$ cat src/rtl/booth_r4_seq_multiplier.sv
// booth_r4_seq_multiplier
//   Sequential signed multiplier using radix-4 Booth recoding. It consumes two
//   multiplier bits per clock, so a product takes WIDTH/2 RUN cycles. The
//   2*WIDTH-bit result is split into HI/LO halves for the HI/LO registers.
//
// Handshake: a request is accepted on a rising edge where start=1 and busy=0
//   (state IDLE or DONE); the operands are captured on that edge. busy is high
//   for exactly WIDTH/2 cycles. done then pulses for one cycle while
//   product_hi/lo carry the new result. A start seen while busy=1 is ignored.
//   product_hi/lo hold their value until the next completion or a reset.
//
// Ports
//   clk           rising-edge clock
//   reset         synchronous active-high reset (wins over start)
//   start         request, sampled only while busy==0
//   multiplicand  signed operand M
//   multiplier    signed operand Q
//   busy          high while in RUN
//   done          one-cycle completion pulse
//   product_hi    upper WIDTH bits of the signed product
//   product_lo    lower WIDTH bits of the signed product
//   dbg_state     current FSM state (0=IDLE, 1=RUN, 2=DONE)
module booth_r4_seq_multiplier #(
  parameter int WIDTH = 32
) (
  input  logic             clk,
  input  logic             reset,
  input  logic             start,
  input  logic [WIDTH-1:0] multiplicand,
  input  logic [WIDTH-1:0] multiplier,
  output logic             busy,
  output logic             done,
  output logic [WIDTH-1:0] product_hi,
  output logic [WIDTH-1:0] product_lo,
  output logic [1:0]       dbg_state
);

  typedef enum logic [1:0] {
    S_IDLE = 2'd0,
    S_RUN  = 2'd1,
    S_DONE = 2'd2
  } state_t;

  localparam int             HALF = WIDTH / 2;
  localparam int             CW   = (HALF > 1) ? $clog2(HALF) : 1;
  localparam logic [CW-1:0]  LAST = CW'(HALF - 1);

  state_t           r_state;
  logic [WIDTH-1:0] r_m;
  logic [WIDTH+1:0] r_a;     // accumulator, two guard bits so -2M never overflows
  logic [WIDTH-1:0] r_q;
  logic             r_qm1;   // Q[-1], the bit shifted out of the previous digit
  logic [CW-1:0]    r_count;

  logic [WIDTH+1:0] w_m_ext;
  logic [WIDTH+1:0] w_m2_ext;
  logic [WIDTH+1:0] w_addend;
  logic [WIDTH+1:0] w_sum;
  logic [WIDTH+1:0] w_a_next;
  logic [WIDTH-1:0] w_q_next;
  logic             w_qm1_next;

  assign w_m_ext  = {{2{r_m[WIDTH-1]}}, r_m};
  assign w_m2_ext = {r_m[WIDTH-1], r_m, 1'b0};

  // Booth digit selection from {Q[1], Q[0], Q[-1]}
  always_comb begin
    w_addend = '0;
    unique case ({r_q[1:0], r_qm1})
      3'b001, 3'b010: w_addend = w_m_ext;
      3'b011:         w_addend = w_m2_ext;
      3'b100:         w_addend = ~w_m2_ext + 1'b1;
      3'b101, 3'b110: w_addend = ~w_m_ext + 1'b1;
      default:        w_addend = '0;
    endcase
  end

  assign w_sum = r_a + w_addend;

  // Arithmetic shift of {A, Q, Q[-1]} right by two
  assign w_a_next   = {{2{w_sum[WIDTH+1]}}, w_sum[WIDTH+1:2]};
  assign w_q_next   = {w_sum[1:0], r_q[WIDTH-1:2]};
  assign w_qm1_next = r_q[1];

  always_ff @(posedge clk) begin
    if (reset) begin
      r_state    <= S_IDLE;
      r_m        <= '0;
      r_a        <= '0;
      r_q        <= '0;
      r_qm1      <= 1'b0;
      r_count    <= '0;
      busy       <= 1'b0;
      done       <= 1'b0;
      product_hi <= '0;
      product_lo <= '0;
    end else begin
      unique case (r_state)
        S_IDLE, S_DONE: begin
          done <= 1'b0;
          if (start) begin
            r_m     <= multiplicand;
            r_q     <= multiplier;
            r_a     <= '0;
            r_qm1   <= 1'b0;
            r_count <= '0;
            busy    <= 1'b1;
            r_state <= S_RUN;
          end else begin
            busy    <= 1'b0;
            r_state <= S_IDLE;
          end
        end
        S_RUN: begin
          r_a     <= w_a_next;
          r_q     <= w_q_next;
          r_qm1   <= w_qm1_next;
          r_count <= r_count + CW'(1);
          if (r_count == LAST) begin
            // After the last digit the low WIDTH bits of A are the high half
            product_hi <= w_a_next[WIDTH-1:0];
            product_lo <= w_q_next;
            busy       <= 1'b0;
            done       <= 1'b1;
            r_state    <= S_DONE;
          end
        end
        default: begin
          busy    <= 1'b0;
          done    <= 1'b0;
          r_state <= S_IDLE;
        end
      endcase
    end
  end

  assign dbg_state = r_state;

endmodule

$ cat config.mk
export PLATFORM = sky130hd
export DESIGN_NAME = booth_r4_seq_multiplier
export DESIGN_NICKNAME = d
export VERILOG_FILES = /design/src/rtl/booth_r4_seq_multiplier.sv
export SDC_FILE = /design/constraint.sdc
export NUM_CORES = 1
export LEC_CHECK = 0
export BUFFER_PORTS_ARGS = -buffer_cell sky130_fd_sc_hd__buf_2
export CORE_MARGIN = 5
export CORE_UTILIZATION = 35
export DETAILED_ROUTE_END_ITERATION = 7
export PLACE_DENSITY_LB_ADDON = 0.05
export SYNTH_ARGS = -nofsm -noshare
export SYNTH_HDL_FRONTEND = slang
export SYNTH_SLANG_ARGS = --single-unit
$ cat constraint.sdc
create_clock -name clk -period 5.3 [get_ports clk]
set_input_delay 0.53 -clock clk [delete_from_list [all_inputs] [get_ports clk]]
set_output_delay 0.53 -clock clk [all_outputs]
set_load 0.005 [all_outputs]
==> metrics.yaml, run 1 <==
outcome:
  status: "finished, final reports clean"
worst_hold_path:
  min_delay_path_depth: 3
  min_from: "multiplicand[25]"
  hold_path_class: "in -> reg"
  hold_end: "r_m[25]"
timing:
  holdWs_ps: 335.4
  layout_min_cycle_time_ps: 5007
  final_max_slew_viol_count: 0
  setup_violations: 0
  skew_ps: 19.07
  finalHoldViolations: 0
  fin_crit_sh_pct: 94.48
  setup_ws_ps: 292.7
  worst_slew_pin_slew_ps: 959.7
  slew_headroom_pct: 36.02
  max_freq_mhz: 199.7
routing:
  drt_iter0_markers: 480
  via_per_inst: 5.304
  vias: 8905
  wl_per_cell_um: 16.97
  drc: 0
  drt_first_pass_iters: 4
  wirelength_um: 28490
  antenna_left: 0
worst_setup_path:
  endpoint_kind: "flop"
  crit_type: "reg -> reg"
  r2r_setup_slack_ps: 290
  slowest_stage: "or4b_1"
  critPathMaxStageDelay_ps: 460
  r2r_end: "r_a[30]"
  worst-r2r-cell-count: 21
  worstPathArrival_ps: 5310
  crit_required_ps: 5600
  crit_chain: "inv_1, ha_1, or4b_1, or2_2, nor4_2, buf_4, nand2b_1, nand2_1, xnor2_1, a221oi_1, a21oi_1, ha_1, a211o_1, a211oi_2, o41ai_2, a221o_1, a31o_2, a221oi_4, o21a_1, xor2_1, o21ai_1"
  worstReg2RegStart: "r_m[0]"
  cp-start-kind: "flop"
  path_max_fanout: 5
  crit_top_cell: "ha_1"
power:
  seqPwrFrac_pct: 42.0
  power_leakage_nw: 4.420
  swShare_pct: 32.47
  p_comb_share_pct: 18.7
  internal_power_mw: 2.194
  power_density_nw_per_um2: 291.0
  pwr-share-clk_pct: 39.3
  peakVddDrop_mv: 0.1976
  power_switching_mw: 1.055
  finalPower_mw: 3.249
clock_network:
  cts.sinks: 168
  clk_root_buffer_cell: "clkbuf_16"
  clockBufferDepth: 2
  path_clk_slew_ps: 80
  cts_hold_buf: 0
  h-tree-depth: 4
  cts_tree: "done"
  cts-buffers-inserted: 17
  clk-insertion-delay-late_ps: 430
global_route:
  met3_usage_pct: 2.942
  grt_antenna_before_repair: 0
  grt_pass1_vias: 8448
  grt_max_degree: 89
  grt_use_met1_pct: 24.70
  grt_use_met2_pct: 30.01
  overflow: 0
  grt_pass1_wl_um: 45560
  top_usage_layer: "met2"
  grt_util_all_layers_pct: 18.11
cells_and_area:
  antenna_cells: 0
  final_layout_size_suffix_gt1_share_pct: 18.16
  final_cell_mix: "nand2_1 (277), dfxtp_1 (167), a21oi_1 (164), buf_2 (133), nor2_1 (78)"
  syn2layout_area_growth_pct: 17.19
  design_area_um2: 11160
  multi_input_area_um2: 5802
  seqCellArea_um2: 3364
  nets: 1428
  layout.cells.non_filler: 1679
  fillers: 2831
  layout_commonest_cell: "nand2_1"
placed_design:
  dp_cells: 1646
  post-place-ws_ps: 130.7
  place_congestion: 0.8566
  portBuffers: 134
  dpl_cell_area_um2: 10500
  dp_hpwl_um: 20200
yosys:
  syn_area_per_cell_um2: 7.700
  synth-edff-count: 0
  yosysWarnings: 0
  synth_seq_cells: 168
  synth_area_um2: 9525
  ys.flop_type: "dfxtp_1"
  synthArstFlopShare_pct: 0
  synth_seq_area_share_pct: 35.31
  synth.distinct_cells: 67
  syn_nets: 1340
  syn_inst: 1237
floorplan:
  rows: 60
  die_h_um: 175.0
  start_util_pct: 35.44
  ioPinCount: 135
  die-area_um2: 30610
  core-area_um2: 26880
  die_width_um: 175.0
job:
  drv_cap: 0
-- power groups by stage --
stage	sequential, mW	clock (mW)	combinational [mW]
6_report	1.36	1.28	0.608
5_1_grt	1.37	1.37	0.677
4_1_cts	1.36	1.32	0.609
3_5_place_dp	1.39	0	0.606
3_3_place_gp	1.39	0	0.606
2_1_floorplan	1.37	0	0.453
-- cell families after synthesis --
| family | after synthesis | share of synthesized area [%] |
|---|---|---|
| flops | 168 | 35.31 |
| fa+ha+maj | 36 | 4.808 |
| compound gates | 371 | 25.29 |
| buf+inv | 110 | 4.571 |
| xor+xnor | 81 | 7.448 |
| mux | 10 | 1.130 |
| simple gates | 461 | 21.45 |
-- state kept, by name (all words and copies together), names as in the netlist --
| signal | cells |
|---|---|
| product_hi | 32 |
| product_lo | 32 |
| r_a | 32 |
| r_m | 32 |
| r_q | 32 |
| r_count | 4 |
| dbg_state | 2 |
| done | 1 |
| r_qm1 | 1 |
-- cell usage after synthesis (14+ instances only) --
cell type | count | share of area (%)
a21oi_1 | 164 | 8.6
a22oi_1 | 50 | 3.9
buf_1 | 15 | 0.59
a22o_1 | 20 | 1.8
a221oi_1 | 18 | 1.7
dfxtp_1 | 168 | 35
nor3_1 | 20 | 1.1
xnor2_1 | 54 | 5.0
clkbuf_1 | 76 | 3.0
nand2_1 | 277 | 11
a31oi_1 | 14 | 0.92
o21ai_0 | 39 | 2.0
xor2_1 | 27 | 2.5
ha_1 | 35 | 4.6
nor2_1 | 80 | 3.2
-- metal layers --
layer	vias up	wire, µm
met4	0	484
met3	25	807
li1	4521	-
met5	-	0
met1	4225	13730
met2	134	13470
-- what timing repair did --
action	4_1_cts	5_1_grt
buffers inserted	0	1
gates resized for setup	0	8
setup endpoints to repair	0	17
-- worst max path at each step --
stage / depth (start not counted) / startpoint / endpoint
6_report: 21 / r_m[0] / r_a[30]
5_1_grt: 21 / r_m[1] / r_a[30]
4_1_cts: 21 / r_m[0] / r_a[30]
3_5_place_dp: 21 / r_m[0] / r_a[30]
3_3_place_gp: 20 / r_m[0] / product_hi[31]
2_1_floorplan: 20 / r_m[0] / r_a[30]
-- worst max-delay path, delay by kind of cell, from the launching register on --
| kind | cells | cell delay (ps) |
|---|---|---|
| adders and majority gates | 2 | 590 |
| buffers and inverters | 2 | 250 |
| xor gates and xnor gates | 2 | 230 |
| and+or+nand+nor | 5 | 1140 |
| DFF | 1 | 350 |
| AOI/OAI and AO/OA | 10 | 2310 |
-- area by class of cell --
type                            count  area share [%]
Timing Repair Buffer              166           8.182
Clock inverter                     15           1.636
Clock buffer                       17           3.811
Multi-Input combinational cell    959           51.97
Sequential cell                   168           30.14
Tap cell                          341           3.822
Inverter                           13          0.4371
-- metrics by stage --
stage | setup TNS [ps] | util (%)
4_1_cts | 0 | 41.34
6_report | 0 | 41.54
3_5_place_dp | 0 | 39.08
5_1_grt | -11.66 | 41.54
3_3_place_gp | 0 | 39.08
2_1_floorplan | 0 | -
Note: power is estimated with default switching activity, not from simulation.
==> run 2, diff against run 1 <==
--- a/config.mk
+++ b/config.mk
@@ -5,7 +5,7 @@
 export SDC_FILE = /design/constraint.sdc
 export NUM_CORES = 1
 export LEC_CHECK = 0
-export BUFFER_PORTS_ARGS = -buffer_cell sky130_fd_sc_hd__buf_2
+export BUFFER_PORTS_ARGS = -buffer_cell sky130_fd_sc_hd__buf_4
 export CORE_MARGIN = 5
 export CORE_UTILIZATION = 35
 export DETAILED_ROUTE_END_ITERATION = 7
==> metrics.yaml, run 2 (same netlist as run 1, synthesis figures left out) <==
cells_and_area:
  design_area_um2: 11510  # +3.1%
  utilization_pct: 42.84  # +1.3 points
  layout_commonest_cell: "nand2_1"
  syn2layout_area_growth_pct: 20.87
  nets: 1434  # +0.42%
  antenna_cells: 0  # unchanged
  final_layout_size_suffix_gt1_share_pct: 18.60  # +0.44 points
  final_cell_mix: "nand2_1 (277), buf_4 (172), dfxtp_1 (167), a21oi_1 (164), nor2_1 (77)"
timing:
  fin_crit_sh_pct: 93.65  # -0.83 points
  slew_headroom_pct: 44.23  # +8.2 points
  worst_slew_pin_slew_ps: 836.5  # -123.2 ps
  max_freq_mhz: 201.5  # +0.89%
  final_max_slew_viol_count: 0  # unchanged
  finalHoldViolations: 0  # unchanged
  holdWs_ps: 346.8  # +11.44 ps
  layout_min_cycle_time_ps: 4963  # -44.04 ps
  tns_ps: 0  # unchanged
  setup_violations: 0  # unchanged
  skew_ps: 17.18  # -1.892 ps
power:
  finalPower_mw: 3.231  # -0.55%
  peakVddDrop_mv: 0.2156  # +9.1%
  power_density_nw_per_um2: 280.6  # -3.6%
  power_leakage_nw: 4.489  # +1.6%
floorplan:
  rows: 60  # unchanged
  die_width_um: 175.0  # unchanged
  start_util_pct: 35.44  # unchanged
  die_h_um: 175.0  # unchanged
  die-area_um2: 30610  # unchanged
  ioPinCount: 135  # unchanged
  core-area_um2: 26880  # unchanged
routing:
  antenna_left: 0  # unchanged
  drt_iter0_markers: 597  # +24%
  drc: 0  # unchanged
  vias: 8924  # +0.21%
  via_per_inst: 5.296  # -0.14%
  wirelength_um: 28680  # +0.67%
  wl_per_cell_um: 17.02  # +0.32%
  drt_first_pass_iters: 5  # +1
clock_network:
  cts_setup_buffers: 0  # unchanged
  cts_hold_buf: 0  # unchanged
  clk_root_buffer_cell: "clkbuf_16"
  cts-buffers-inserted: 17  # unchanged
  path_clk_slew_ps: 70  # about the same
  clockBufferDepth: 2  # unchanged
  h-tree-depth: 4  # unchanged
  cts_tree: "done"
  clk-insertion-delay-late_ps: 430  # about the same
  cts_resized: 0  # unchanged
  cts.sinks: 168  # unchanged
worst_setup_path:
  path_max_fanout: 5  # unchanged
  crit_type: "reg -> reg"
  endpoint_kind: "flop"
  crit_required_ps: 5600  # about the same
  cp-start-kind: "flop"
  worstPathArrival_ps: 5260  # -50 ps
global_route:
  grt_antenna_before_repair: 0  # unchanged
  grt_pass1_wl_um: 46210  # +1.4%
  grt_pass1_vias: 8520  # +0.85%
  overflow: 0  # unchanged
  grt_max_degree: 75  # -16%
  grt_util_all_layers_pct: 18.33  # +0.22 points
job:
  drv_cap: 0  # unchanged
outcome:
  status: "finished, final reports clean"
placed_design:
  dpl_cell_area_um2: 10890  # +3.7%
  portBuffers: 134  # unchanged
  place_congestion: 0.8858  # +3.4%
  dp_hpwl_um: 20310  # +0.56%
worst_hold_path:
  hold_path_class: "in -> reg"
run 2: cell count changes in the layout (fill, tap and decap cells not counted), moves of 2 or more:
cell	previous run	this run
clkinv_4	1	3
buf_4	33	172
buf_2	133	0
clkinv_8	6	3
run 2: path summary, 6_finish.rpt:
path	start	to	slack, ps	cells past startpoint
setup / recovery	r_m[0]	r_a[30]	340	21
hold / removal	multiplicand[31]	r_m[31]	350	3
setup reg to reg	r_m[0]	r_a[30]	340	21
hold reg to reg	done	done	450	2
run 2: layout make-up:
cell class / count / area [µm²]
Inverter: 13 / 48.80
Tap cell: 341 / 426.7
Fill cell: 2808 / 15360
Clock buffer: 18 / 429.2
Sequential cell: 168 / 3364
Timing Repair Buffer: 172 / 1291
Clock inverter: 14 / 153.9
Multi-Input combinational cell: 959 / 5799
run 2: report_power, final:
part / total (mW) / internal (mW) / switching [mW] / leakage (nW)
Combinational: 0.626 / 0.260 / 0.366 / 2.84
Clock: 1.24 / 0.632 / 0.610 / 0.282
Sequential: 1.36 / 1.31 / 0.0550 / 1.37
run 2: worst max-delay path, cell delays in order (launching register included):
cell	delay, ps
dfxtp_1	350
inv_1	90
ha_1	210
or4b_4	490
or2_2	310
nor4_2	150
buf_4	160
nand2b_1	90
nand2_1	90
xnor2_1	80
a221oi_1	300
a21oi_1	70
ha_1	370
a211o_1	320
a211oi_2	220
o41ai_2	150
a221o_1	380
a31o_2	310
a221oi_4	290
o21a_1	190
xor2_1	150
o21ai_1	70
run 2: stage by stage:
stage | worst slack (ps) | std cells
3_3_place_gp | 327.5 | 1653
4_1_cts | 180.8 | 1685
6_report | 336.7 | 1685
2_1_floorplan | 469.5 | 1237
3_5_place_dp | 216.4 | 1653
5_1_grt | -1.654 | 1685
run 2: routing by layer:
metal  vias up  global-route usage [%]  wire (µm)
met5         -                       0          0
met4         0                   3.863        224
met3        14                   2.834        998
met2       168                   30.42      13590
met1      4210                   25.35      13860
li1       4532                       -          -
